## src/rtl/iter_muldiv_unit.sv

```systemverilog
`default_nettype none
// ============================================================================
// Module   : iter_muldiv_unit
// Brief    : Iterative multiply/divide unit for the integer pipeline.
//            Executes mullw, mulhw, mulhwu, divw and divwu one bit per cycle
//            behind a start/done handshake, with flush abort and OV/CR0 flags.
// Revision : 1.0 - initial release
// ============================================================================
module iter_muldiv_unit #(
    parameter int WIDTH     = 32,
    parameter int OP_WIDTH  = 3,
    parameter int CNT_WIDTH = 6
) (
    input  logic                clk,
    input  logic                rst,
    input  logic                start,
    input  logic                flush,
    input  logic [OP_WIDTH-1:0] Op,
    input  logic [WIDTH-1:0]    A,
    input  logic [WIDTH-1:0]    B,
    output logic                busy,
    output logic                done,
    output logic [WIDTH-1:0]    C,
    output logic [3:0]          D
);

    // ------------------------------------------------------------------------
    // Constants
    // ------------------------------------------------------------------------
    localparam logic [OP_WIDTH-1:0]  c_op_mullw  = OP_WIDTH'(0);
    localparam logic [OP_WIDTH-1:0]  c_op_mulhw  = OP_WIDTH'(1);
    localparam logic [OP_WIDTH-1:0]  c_op_mulhwu = OP_WIDTH'(2);
    localparam logic [OP_WIDTH-1:0]  c_op_divw   = OP_WIDTH'(4);
    localparam logic [OP_WIDTH-1:0]  c_op_divwu  = OP_WIDTH'(5);
    localparam logic [WIDTH-1:0]     c_int_min   = {1'b1, {(WIDTH-1){1'b0}}};
    localparam logic [CNT_WIDTH-1:0] c_last_iter = CNT_WIDTH'(WIDTH - 1);
    localparam logic [CNT_WIDTH-1:0] c_cnt_one   = CNT_WIDTH'(1);

    typedef enum logic [1:0] {
        S_IDLE = 2'd0,
        S_MUL  = 2'd1,
        S_DIV  = 2'd2,
        S_FIN  = 2'd3
    } state_t;

    // ------------------------------------------------------------------------
    // State and registered outputs
    // ------------------------------------------------------------------------
    state_t                 state_q, state_d;
    logic [OP_WIDTH-1:0]    op_q,    op_d;
    logic [WIDTH-1:0]       bmag_q,  bmag_d;    // |B| (or raw B for unsigned ops)
    logic [2*WIDTH-1:0]     acc_q,   acc_d;     // product, or {remainder, quotient}
    logic [CNT_WIDTH-1:0]   cnt_q,   cnt_d;     // iterations remaining minus one
    logic                   neg_q,   neg_d;     // result needs negation
    logic                   fast_q,  fast_d;    // divide-by-zero / overflow bypass
    logic                   busy_q,  busy_d;
    logic                   done_q,  done_d;
    logic [WIDTH-1:0]       res_q,   res_d;
    logic [3:0]             flags_q, flags_d;

    // ------------------------------------------------------------------------
    // Operand decode at capture time
    // ------------------------------------------------------------------------
    logic             w_op_mul;
    logic             w_op_div;
    logic             w_op_signed;
    logic             w_a_neg;
    logic             w_b_neg;
    logic             w_fast;
    logic [WIDTH-1:0] w_a_mag;
    logic [WIDTH-1:0] w_b_mag;

    // Classify the incoming op and form operand magnitudes
    always_comb begin
        w_op_mul    = (Op == c_op_mullw) || (Op == c_op_mulhw) || (Op == c_op_mulhwu);
        w_op_div    = (Op == c_op_divw)  || (Op == c_op_divwu);
        w_op_signed = (Op == c_op_mullw) || (Op == c_op_mulhw) || (Op == c_op_divw);
        w_a_neg     = w_op_signed & A[WIDTH-1];
        w_b_neg     = w_op_signed & B[WIDTH-1];
        // The most negative value maps onto itself, which is the correct
        // unsigned magnitude, so no special case is needed here.
        w_a_mag     = w_a_neg ? -A : A;
        w_b_mag     = w_b_neg ? -B : B;
        w_fast      = w_op_div &&
                      ((B == '0) ||
                       ((Op == c_op_divw) && (A == c_int_min) && (B == '1)));
    end

    // ------------------------------------------------------------------------
    // One iteration step of each algorithm
    // ------------------------------------------------------------------------
    logic [WIDTH:0]       w_mul_sum;
    logic [2*WIDTH-1:0]   w_mul_step;
    logic [WIDTH:0]       w_rem_sh;
    logic                 w_div_ge;
    logic [WIDTH-1:0]     w_rem_sub;
    logic [2*WIDTH-1:0]   w_div_step;

    // Shift-add multiply and restoring divide, one bit per call
    always_comb begin
        // Multiply: LSB of the low half is the current multiplier bit; the
        // carry out of the upper-half add shifts down with the product.
        w_mul_sum  = {1'b0, acc_q[2*WIDTH-1:WIDTH]} +
                     {1'b0, (acc_q[0] ? bmag_q : {WIDTH{1'b0}})};
        w_mul_step = {w_mul_sum, acc_q[WIDTH-1:1]};

        // Divide: shift the next dividend bit into the partial remainder and
        // subtract the divisor when it fits.  The remainder stays below the
        // divisor, so the shifted value needs one extra bit only transiently.
        w_rem_sh   = acc_q[2*WIDTH-1:WIDTH-1];
        w_div_ge   = (w_rem_sh >= {1'b0, bmag_q});
        w_rem_sub  = WIDTH'(w_rem_sh - {1'b0, bmag_q});
        w_div_step = w_div_ge ? {w_rem_sub,            acc_q[WIDTH-2:0], 1'b1}
                              : {w_rem_sh[WIDTH-1:0],  acc_q[WIDTH-2:0], 1'b0};
    end

    // ------------------------------------------------------------------------
    // Sign correction, result select and flag generation
    // ------------------------------------------------------------------------
    logic [2*WIDTH-1:0] w_prod;
    logic [WIDTH-1:0]   w_quot;
    logic [WIDTH-1:0]   w_res;
    logic               w_ov;
    logic               w_legal;
    logic [3:0]         w_flags;

    // Final result and {OV, LT0, GT0, EQ0} for the finishing cycle
    always_comb begin
        w_prod  = neg_q ? -acc_q : acc_q;
        w_quot  = neg_q ? -acc_q[WIDTH-1:0] : acc_q[WIDTH-1:0];
        w_res   = '1;
        w_ov    = 1'b0;
        w_legal = 1'b1;
        case (op_q)
            c_op_mullw: begin
                w_res = w_prod[WIDTH-1:0];
                // Overflow when the full signed product is not the sign
                // extension of its low half.
                w_ov  = (w_prod[2*WIDTH-1:WIDTH] != {WIDTH{w_prod[WIDTH-1]}});
            end
            c_op_mulhw, c_op_mulhwu: begin
                w_res = w_prod[2*WIDTH-1:WIDTH];
            end
            c_op_divw, c_op_divwu: begin
                if (fast_q) begin
                    w_res = '0;
                    w_ov  = 1'b1;
                end else begin
                    w_res = w_quot;
                end
            end
            default: begin
                w_res   = '1;
                w_legal = 1'b0;
            end
        endcase
        // CR0 is a signed compare with zero for every legal op; an illegal op
        // reports no flags at all.
        w_flags = w_legal ? {w_ov, w_res[WIDTH-1], ~w_res[WIDTH-1] & (|w_res), ~(|w_res)}
                          : 4'b0000;
    end

    // ------------------------------------------------------------------------
    // Next-state logic
    // ------------------------------------------------------------------------
    // Sequence IDLE -> MUL/DIV -> FIN -> IDLE, with flush aborting anywhere
    always_comb begin
        state_d = state_q;
        op_d    = op_q;
        bmag_d  = bmag_q;
        acc_d   = acc_q;
        cnt_d   = cnt_q;
        neg_d   = neg_q;
        fast_d  = fast_q;
        busy_d  = busy_q;
        done_d  = 1'b0;
        res_d   = res_q;
        flags_d = flags_q;

        case (state_q)
            S_IDLE: begin
                // busy was held through the done cycle; it drops now unless a
                // new operation is taken in the same cycle.
                busy_d = 1'b0;
                if (start) begin
                    op_d   = Op;
                    bmag_d = w_b_mag;
                    acc_d  = {{WIDTH{1'b0}}, w_a_mag};
                    cnt_d  = c_last_iter;
                    neg_d  = w_a_neg ^ w_b_neg;
                    fast_d = w_fast;
                    busy_d = 1'b1;
                    if (w_op_mul) begin
                        state_d = S_MUL;
                    end else if (w_op_div && !w_fast) begin
                        state_d = S_DIV;
                    end else begin
                        state_d = S_FIN;
                    end
                end
            end
            S_MUL: begin
                acc_d = w_mul_step;
                cnt_d = cnt_q - c_cnt_one;
                if (cnt_q == '0) begin
                    state_d = S_FIN;
                end
            end
            S_DIV: begin
                acc_d = w_div_step;
                cnt_d = cnt_q - c_cnt_one;
                if (cnt_q == '0) begin
                    state_d = S_FIN;
                end
            end
            S_FIN: begin
                res_d   = w_res;
                flags_d = w_flags;
                done_d  = 1'b1;
                state_d = S_IDLE;
            end
            default: begin
                state_d = S_IDLE;
            end
        endcase

        // Flush beats start and suppresses the result update and done pulse.
        if (flush) begin
            state_d = S_IDLE;
            busy_d  = 1'b0;
            done_d  = 1'b0;
            res_d   = res_q;
            flags_d = flags_q;
        end
    end

    // ------------------------------------------------------------------------
    // Registers
    // ------------------------------------------------------------------------
    // All state and outputs, asynchronously cleared
    always_ff @(posedge clk or posedge rst) begin
        if (rst) begin
            state_q <= S_IDLE;
            op_q    <= '0;
            bmag_q  <= '0;
            acc_q   <= '0;
            cnt_q   <= '0;
            neg_q   <= 1'b0;
            fast_q  <= 1'b0;
            busy_q  <= 1'b0;
            done_q  <= 1'b0;
            res_q   <= '0;
            flags_q <= '0;
        end else begin
            state_q <= state_d;
            op_q    <= op_d;
            bmag_q  <= bmag_d;
            acc_q   <= acc_d;
            cnt_q   <= cnt_d;
            neg_q   <= neg_d;
            fast_q  <= fast_d;
            busy_q  <= busy_d;
            done_q  <= done_d;
            res_q   <= res_d;
            flags_q <= flags_d;
        end
    end

    assign busy = busy_q;
    assign done = done_q;
    assign C    = res_q;
    assign D    = flags_q;

endmodule
`default_nettype wire

```

## config.mk

```make
export PLATFORM = sky130hd
export DESIGN_NAME = iter_muldiv_unit
export DESIGN_NICKNAME = d
export VERILOG_FILES = /design/src/rtl/iter_muldiv_unit.sv
export SDC_FILE = /design/constraint.sdc
export NUM_CORES = 1
export LEC_CHECK = 0
export BUFFER_PORTS_ARGS = -buffer_cell sky130_fd_sc_hd__buf_2
export CORE_MARGIN = 2
export CORE_UTILIZATION = 50
export CTS_BUF_LIST = sky130_fd_sc_hd__clkbuf_8
export CTS_CLUSTER_DIAMETER = 150
export DETAILED_ROUTE_END_ITERATION = 6
export GPL_TIMING_DRIVEN = 0
export PLACE_DENSITY = 0.67
export SKIP_CTS_REPAIR_TIMING = 1
export SYNTH_ARGS = -nofsm -noshare
export SYNTH_HDL_FRONTEND = slang
export SYNTH_SLANG_ARGS = --single-unit
export TNS_END_PERCENT = 100
```

## constraint.sdc

```tcl
create_clock -name clk -period 9.1 [get_ports clk]
set_input_delay 1.365 -clock clk [delete_from_list [all_inputs] [get_ports clk]]
set_output_delay 1.365 -clock clk [all_outputs]
set_load 0.02 [all_outputs]
```

==> results of run 1 <==
==> logic make-up (layout without fill, tap and decap cells) <==
group / count (synthesis) / after routing / synth area share
compound gates: 556 / 556 / 0.263
xor+xnor: 181 / 181 / 0.115
fa+ha+maj: 77 / 77 / 0.0713
buf+inv: 195 / 336 / 0.0548
flops: 147 / 147 / 0.268
mux: 14 / 14 / 0.0104
simple gates: 612 / 612 / 0.217
==> critical path: cells and delay by family (launching register included) <==
kind	cells	cell delay, ns
XOR/XNOR	1	0.40
flip-flops	1	0.47
AND/OR/NAND/NOR	4	2.05
AO/OA/AOI/OAI	4	0.99
buffers and inverters	3	1.09
adder cells (fa/ha/maj)	1	0.24
==> path summary, 6_finish.rpt <==
| path | from | to | slack [ns] | cells past startpoint |
|---|---|---|---|---|
| max in group asynchronous | rst | state_q[0]$_DFFE_PP0P_ | 7.28 | 3 |
| min reg2reg | C[28]$_DFFE_PP0P_ | C[28]$_DFFE_PP0P_ | 0.48 | 2 |
| min in group asynchronous | rst | acc_q[55]$_DFFE_PP0P_ | 0.92 | 2 |
| max reg2reg | acc_q[0]$_DFFE_PP0P_ | D[1]$_DFFE_PP0P_ | 3.75 | 13 |
| min | C[28]$_DFFE_PP0P_ | C[28]$_DFFE_PP0P_ | 0.48 | 2 |
| max | acc_q[0]$_DFFE_PP0P_ | D[1]$_DFFE_PP0P_ | 3.75 | 13 |
==> per-layer routing <==
layer / vias to the layer above / GRT usage / share of wire
met4: 0 / 0.0862 / 0.020
met2: 592 / 0.502 / 0.44
met1: 6800 / 0.465 / 0.45
met5: - / 0 / 0
li1: 6739 / - / -
met3: 66 / 0.0737 / 0.091
==> stage by stage <==
| step | util | power (mW) | hold slack, ns |
|---|---|---|---|
| floorplan | - | 3.30 | 0.449 |
| global placement | 0.545 | 4.22 | 0.449 |
| detailed placement | 0.547 | 4.26 | 0.459 |
| CTS | 0.561 | 4.81 | 0.484 |
| global route | 0.561 | 5.26 | 0.502 |
| finish | 0.561 | 4.89 | 0.479 |
==> cells in the final DEF (no fill, tap or decap), types with 18 or more instances in the layout <==
cell	count
ha_1	75
nor2_1	169
o21ai_0	172
clkbuf_1	100
clkbuf_8	18
buf_2	116
xor2_1	81
nand4_1	22
inv_1	74
o31ai_1	59
or3_1	18
a21o_1	28
nand2_1	200
nor3_1	41
nand2b_1	20
nand3_1	26
xnor2_1	100
nor4_1	25
a21oi_1	115
a22oi_1	18
a221oi_1	37
dfrtp_1	147
==> flip-flops by register name, summed over array words and instances, names as in the netlist <==
signal   cells
C           32
D            4
acc_q       64
bmag_q      32
busy         1
cnt_q        6
done         1
fast_q       1
neg_q        1
op_q         3
state_q      2
==> power by group through the flow <==
stage	combinational, mW	clock (mW)	sequential [mW]
floorplan	2.18	0	1.12
global placement	3.12	0	1.10
detailed placement	3.15	0	1.11
CTS	3.16	0.550	1.10
global route	3.56	0.576	1.13
finish	3.24	0.547	1.10
==> area by class of cell <==
type	instances	share of cell area
clock buffers	18	0.0164
clock inverters	14	0.00935
repair buffers	109	0.0376
inverters	76	0.0192
flip-flops and latches	147	0.243
plain buffers	119	0.0309
multi-input cells	1440	0.615
well taps	341	0.0282
==> results.txt, run 1 <==
Post-Synthesis Cells -> 1782
Critical Path RT -> 9.46 ns
Clock Tree Buf Depth -> 2
Combinational Power Share -> 0.663
cell mode on critical path -> clkbuf_1
Placer Congestion -> 0.978
Reg power frac -> 0.225
Max H-tree Level -> 4
maximum vdd drop -> 145 µV
Std-Cell Rows -> 60
main area contributors after synthesis -> dfrtp_1, ha_1, xnor2_1
vias -> 14200
final wirelength -> 46.5 mm
switching share of power -> 0.550
CP Cell Sequence -> clkinv_1 > clkbuf_1 > ha_1 > clkbuf_1 > nand4b_1 > nor4_1 > a31oi_1 > xnor2_1 > o221a_2 > nand4_1 > or4_1 > a211o_1 > a21boi_1
Worst setup EP type -> flip-flop
Port Buffer Count -> 108
Final Non-Filler Cells -> 2264
initial antenna violation count -> 0
HPWL after DPL -> 36.6 mm
warnings from Yosys -> 0
die height -> 170 µm
fin crit share -> 0.588
DR iter-0 viols -> 1367
Max Cap Viol -> 0
Cell Pwr Density -> 324 mW/mm²
DR pass1 iterations -> 6
Max Fclk -> 0.187 GHz
final setup fails -> 0
FF+latch count, synth -> 147
minimum clock period -> 5.35 ns
setup TNS -> 0 ns
Synth cell types -> 74
ANT cells -> 0
Most used DFF post-synth -> dfrtp_1
Post-synth EDFFs -> 0
syn_nets -> 1930
cell taking the most area after synthesis -> dfrtp_1
initial core utilization -> 0.509
vias in the first global route -> 13300
status -> complete, no violations
Die Area -> 0.0288 mm²
CP Max Fanout -> 10
Slew headroom -> 0.0727
HP Class -> flip-flop to flip-flop
Final Max Slew Viols -> 0
slowest stage cell, crit path -> nor4_1
share of the synthesized area in the top cell type -> 0.268
multi-input logic area -> 0.00930 mm²
Placed Cells -> 2232
clock-pin slew on the worst setup and hold paths -> 0.10 ns
Num CTS Buffers -> 17
internal power -> 2.20 mW
CORE AREA -> 0.0270 mm²
Area after DPL -> 0.0147 mm²
Tightest Pin Transition -> 1.38 ns
Final ANT Viol Nets -> 0
largest net degree at the start of global routing -> 96
gr ovfl total -> 0
Mapped Area -> 0.0137 mm²
final instance area -> 0.0151 mm²
drt via density -> 6.27
max incr delay on CP -> 1.14 ns
Data arrival, critical path -> 5.70 ns
CTS Root Buffer Type -> clkbuf_8
count leader, synth -> nand2_1
nets -> 2058
Filler cells -> 2579
DRC Markers -> 0
Skew-Pair Late Insertion Delay -> 0.49 ns
Die W -> 170 µm
setup slack after layout -> 3.75 ns
Place WS -> 3.98 ns
CP Launch Type -> flip-flop
syn avg cell area -> 7.70 µm²
Total GRT Usage -> 0.327
Final Skew -> 0.0252 ns
Area growth syn-to-layout -> 10.1%
DR WL/cell -> 20.6 µm
TritonCTS clock tree -> done
Synth top cells by count -> nand2_1, o21ai_0, nor2_1
first-pass GRT wire length -> 73.8 mm
clock power share -> 0.112
post-synthesis sequential area ratio -> 0.268
Switch Pwr -> 2.69 mW
share of cells above drive strength 1 -> 0.0926
IO Pins -> 109
RSZ-0062 raised after global routing -> no
register area -> 0.00368 mm²
hold violation total from the final report -> 0
LEAKAGE -> 6.61 nW
Synth async-reset ratio -> 1.00
Sink Count -> 147
CP Class -> flip-flop to flip-flop
No activity file was read; power rests on OpenSTA's default activity.
==> inputs of run 2 (changes only) <==
--- a/config.mk
+++ b/config.mk
@@ -12,7 +12,7 @@
 export CTS_CLUSTER_DIAMETER = 150
 export DETAILED_ROUTE_END_ITERATION = 6
 export GPL_TIMING_DRIVEN = 0
-export PLACE_DENSITY = 0.67
+export PLACE_DENSITY = 0.7
 export SKIP_CTS_REPAIR_TIMING = 1
 export SYNTH_ARGS = -nofsm -noshare
 export SYNTH_HDL_FRONTEND = slang
==> constraint.sdc (replaced) <==
create_clock -name clk -period 4.63 [get_ports clk]
set_input_delay 0.6945 -clock clk [delete_from_list [all_inputs] [get_ports clk]]
set_output_delay 0.6945 -clock clk [all_outputs]
set_load 0.02 [all_outputs]
==> run 2 against run 1 <==
Compared with the run above:
- clock skew up 0.0065 ns
- worst setup slack worse by 3.5 ns
- total power up 98%
- critical path depth up 1
==> results.txt, run 2 (synthesis gave the netlist of run 1 again) <==
Num CTS Buffers -> 17 (unchanged)
Area growth syn-to-layout -> 11.1% (was 10.1%)
Cell Pwr Density -> 634 mW/mm² (was 324 mW/mm²)
CTS Root Buffer Type -> clkbuf_8 (unchanged)
Max Cap Viol -> 0 (unchanged)
final setup fails -> 0 (unchanged)
Die Area -> 0.0288 mm² (unchanged)
clock-pin slew on the worst setup and hold paths -> 0.11 ns (was 0.10 ns)
slowest stage cell, crit path -> nor4_2 (was nor4_1)
Die W -> 170 µm (unchanged)
initial core utilization -> 0.509 (unchanged)
met1 usage in global routing -> 0.474 (was 0.465)
status -> complete, no violations (unchanged)
ANT cells -> 0 (unchanged)
commonest cells after routing, fill and taps aside -> nand2_1, o21ai_0, nor2_1 (unchanged)
max reg flops -> 64 (unchanged)
final wirelength -> 46.5 mm (about the same)
vias -> 14200 (about the same)
Final Skew -> 0.0317 ns (was 0.0252 ns)
register area -> 0.00368 mm² (unchanged)
RSZ-0062 raised after global routing -> no (unchanged)
Skew-Pair Late Insertion Delay -> 0.49 ns (about the same)
CP Cell Sequence -> clkinvlp_4 > clkbuf_2 > ha_1 > clkbuf_1 > nand4b_1 > buf_4 > nor4_2 > a31oi_1 > xnor2_1 > o221a_2 > nand4_1 > or4_1 > a211o_1 > a21boi_1 (was clkinv_1 > clkbuf_1 > ha_1 > clkbuf_1 > nand4b_1 > nor4_1 > a31oi_1 > xnor2_1 > o221a_2 > nand4_1 > or4_1 > a211o_1 > a21boi_1)
Max Fclk -> 0.229 GHz (was 0.187 GHz)
Area after DPL -> 0.0148 mm² (was 0.0147 mm²)
Switch Pwr -> 5.27 mW (was 2.69 mW)
final instance area -> 0.0153 mm² (was 0.0151 mm²)
first-pass GRT wire length -> 72.6 mm (was 73.8 mm)
Reg power frac -> 0.225 (about the same)
maximum vdd drop -> 303 µV (was 145 µV)
DR pass1 iterations -> 6 (unchanged)
Final ANT Viol Nets -> 0 (unchanged)
die height -> 170 µm (unchanged)
HP Class -> primary input to async pin (was flip-flop to flip-flop)
internal power -> 4.39 mW (was 2.20 mW)
TritonCTS clock tree -> done (unchanged)
reg2reg path depth -> 14 (was 13)
met3 GRT Util -> 0.0469 (was 0.0737)
DRC Markers -> 0 (unchanged)
total power -> 9.66 mW (was 4.89 mW)
Worst setup EP type -> flip-flop (unchanged)
Clock Tree Buf Depth -> 2 (unchanged)
Total GRT Usage -> 0.322 (was 0.327)
Sink Count -> 147 (unchanged)
HPWL after DPL -> 36.5 mm (was 36.6 mm)
LEAKAGE -> 6.66 nW (was 6.61 nW)
drt via density -> 6.26 (was 6.27)
multi-input logic area -> 0.00934 mm² (was 0.00930 mm²)
Critical Path RT -> 5.00 ns (was 9.46 ns)
Placer Congestion -> 0.959 (was 0.978)
Max H-tree Level -> 4 (unchanged)
largest net degree at the start of global routing -> 43 (was 96)
Combinational Power Share -> 0.664 (was 0.663)
CORE AREA -> 0.0270 mm² (unchanged)
minimum clock period -> 4.37 ns (was 5.35 ns)
hold violation total from the final report -> 0 (unchanged)
Tightest Pin Transition -> 1.03 ns (was 1.38 ns)
DR iter-0 viols -> 1513 (was 1367)
fin crit share -> 0.944 (was 0.588)
initial antenna violation count -> 0 (unchanged)
met2 Track Usage GR -> 0.488 (was 0.502)
gr busiest metal -> met2 (unchanged)
share of cells above drive strength 1 -> 0.101 (was 0.0926)
CP Launch Type -> flip-flop (unchanged)
Port Buffer Count -> 108 (unchanged)
IO Pins -> 109 (unchanged)
switching share of power -> 0.545 (was 0.550)
CP Max Fanout -> 10 (unchanged)
CP Class -> flip-flop to flip-flop (unchanged)
Data arrival, critical path -> 4.74 ns (was 5.70 ns)
Filler cells -> 2573 (was 2579)
vias in the first global route -> 13000 (was 13300)
clock power share -> 0.111 (was 0.112)
DR WL/cell -> 20.5 µm (was 20.6 µm)
Std-Cell Rows -> 60 (unchanged)
Slew headroom -> 0.314 (was 0.0727)
register bank with the most flops -> acc_q (unchanged)
Final Max Slew Viols -> 0 (unchanged)
nets -> 2066 (was 2058)
max incr delay on CP -> 0.58 ns (was 1.14 ns)
most common cell after layout, fill and taps aside -> nand2_1 (unchanged)
gr ovfl total -> 0 (unchanged)
run 2: cell type report:
type / count / area share
clock inverter: 14 / 0.0100
timing repair buffer: 117 / 0.0423
tap: 341 / 0.0280
sequential: 147 / 0.241
clock buffer: 18 / 0.0162
buffer: 119 / 0.0308
inverter: 76 / 0.0192
multi-input combinational: 1440 / 0.612
run 2: power by group through the flow:
| stage | Sequential, mW | Combinational, mW | Clock (mW) |
|---|---|---|---|
| floorplan | 2.19 | 4.28 | 0 |
| global placement | 2.17 | 6.11 | 0 |
| detailed placement | 2.19 | 6.18 | 0 |
| CTS | 2.16 | 6.21 | 1.08 |
| global route | 2.23 | 6.97 | 1.13 |
| finish | 2.18 | 6.42 | 1.07 |
run 2: routing by layer:
layer | vias up | part of all wire
li1 | 6762 | -
met1 | 6741 | 0.47
met2 | 640 | 0.43
met3 | 86 | 0.078
met4 | 0 | 0.023
met5 | - | 0
run 2: through the flow:
| step | hold WS, ns | utilization | worst slack, ns | instances | TNS [ns] |
|---|---|---|---|---|---|
| final | 0.299 | 0.566 | 0.260 | 2272 | 0 |
| after global routing | 0.330 | 0.566 | 0.102 | 2272 | 0 |
| after floorplan | 0.449 | - | 0.993 | 1782 | 0 |
| after global placement | 0.452 | 0.545 | -0.507 | 2231 | -1.96 |
| after detailed placement | 0.456 | 0.548 | -0.559 | 2234 | -2.23 |
| after CTS | 0.306 | 0.563 | -0.597 | 2266 | -2.34 |
run 2: final timing paths:
path                                           start                     end  slack (ns)
max in group asynchronous                        rst   acc_q[23]$_DFFE_PP0P_        3.64
worst max-delay path            acc_q[0]$_DFFE_PP0P_        D[1]$_DFFE_PP0P_        0.26
worst min-delay path                             rst   acc_q[56]$_DFFE_PP0P_        0.30
worst max register to register  acc_q[0]$_DFFE_PP0P_        D[1]$_DFFE_PP0P_        0.26
min in group clk                               flush  state_q[1]$_DFFE_PP0P_        0.42
worst min register to register     C[25]$_DFFE_PP0P_       C[25]$_DFFE_PP0P_        0.48
run 2: worst max-delay path, delay by kind of cell, from the launching register on:
kind / cells / cell delay [ns]
AO/OA/AOI/OAI: 4 / 0.96
AND/OR/NAND/NOR: 4 / 1.31
buffers and inverters: 4 / 0.93
adder cells (fa/ha/maj): 1 / 0.19
XOR/XNOR: 1 / 0.39
flip-flops: 1 / 0.49
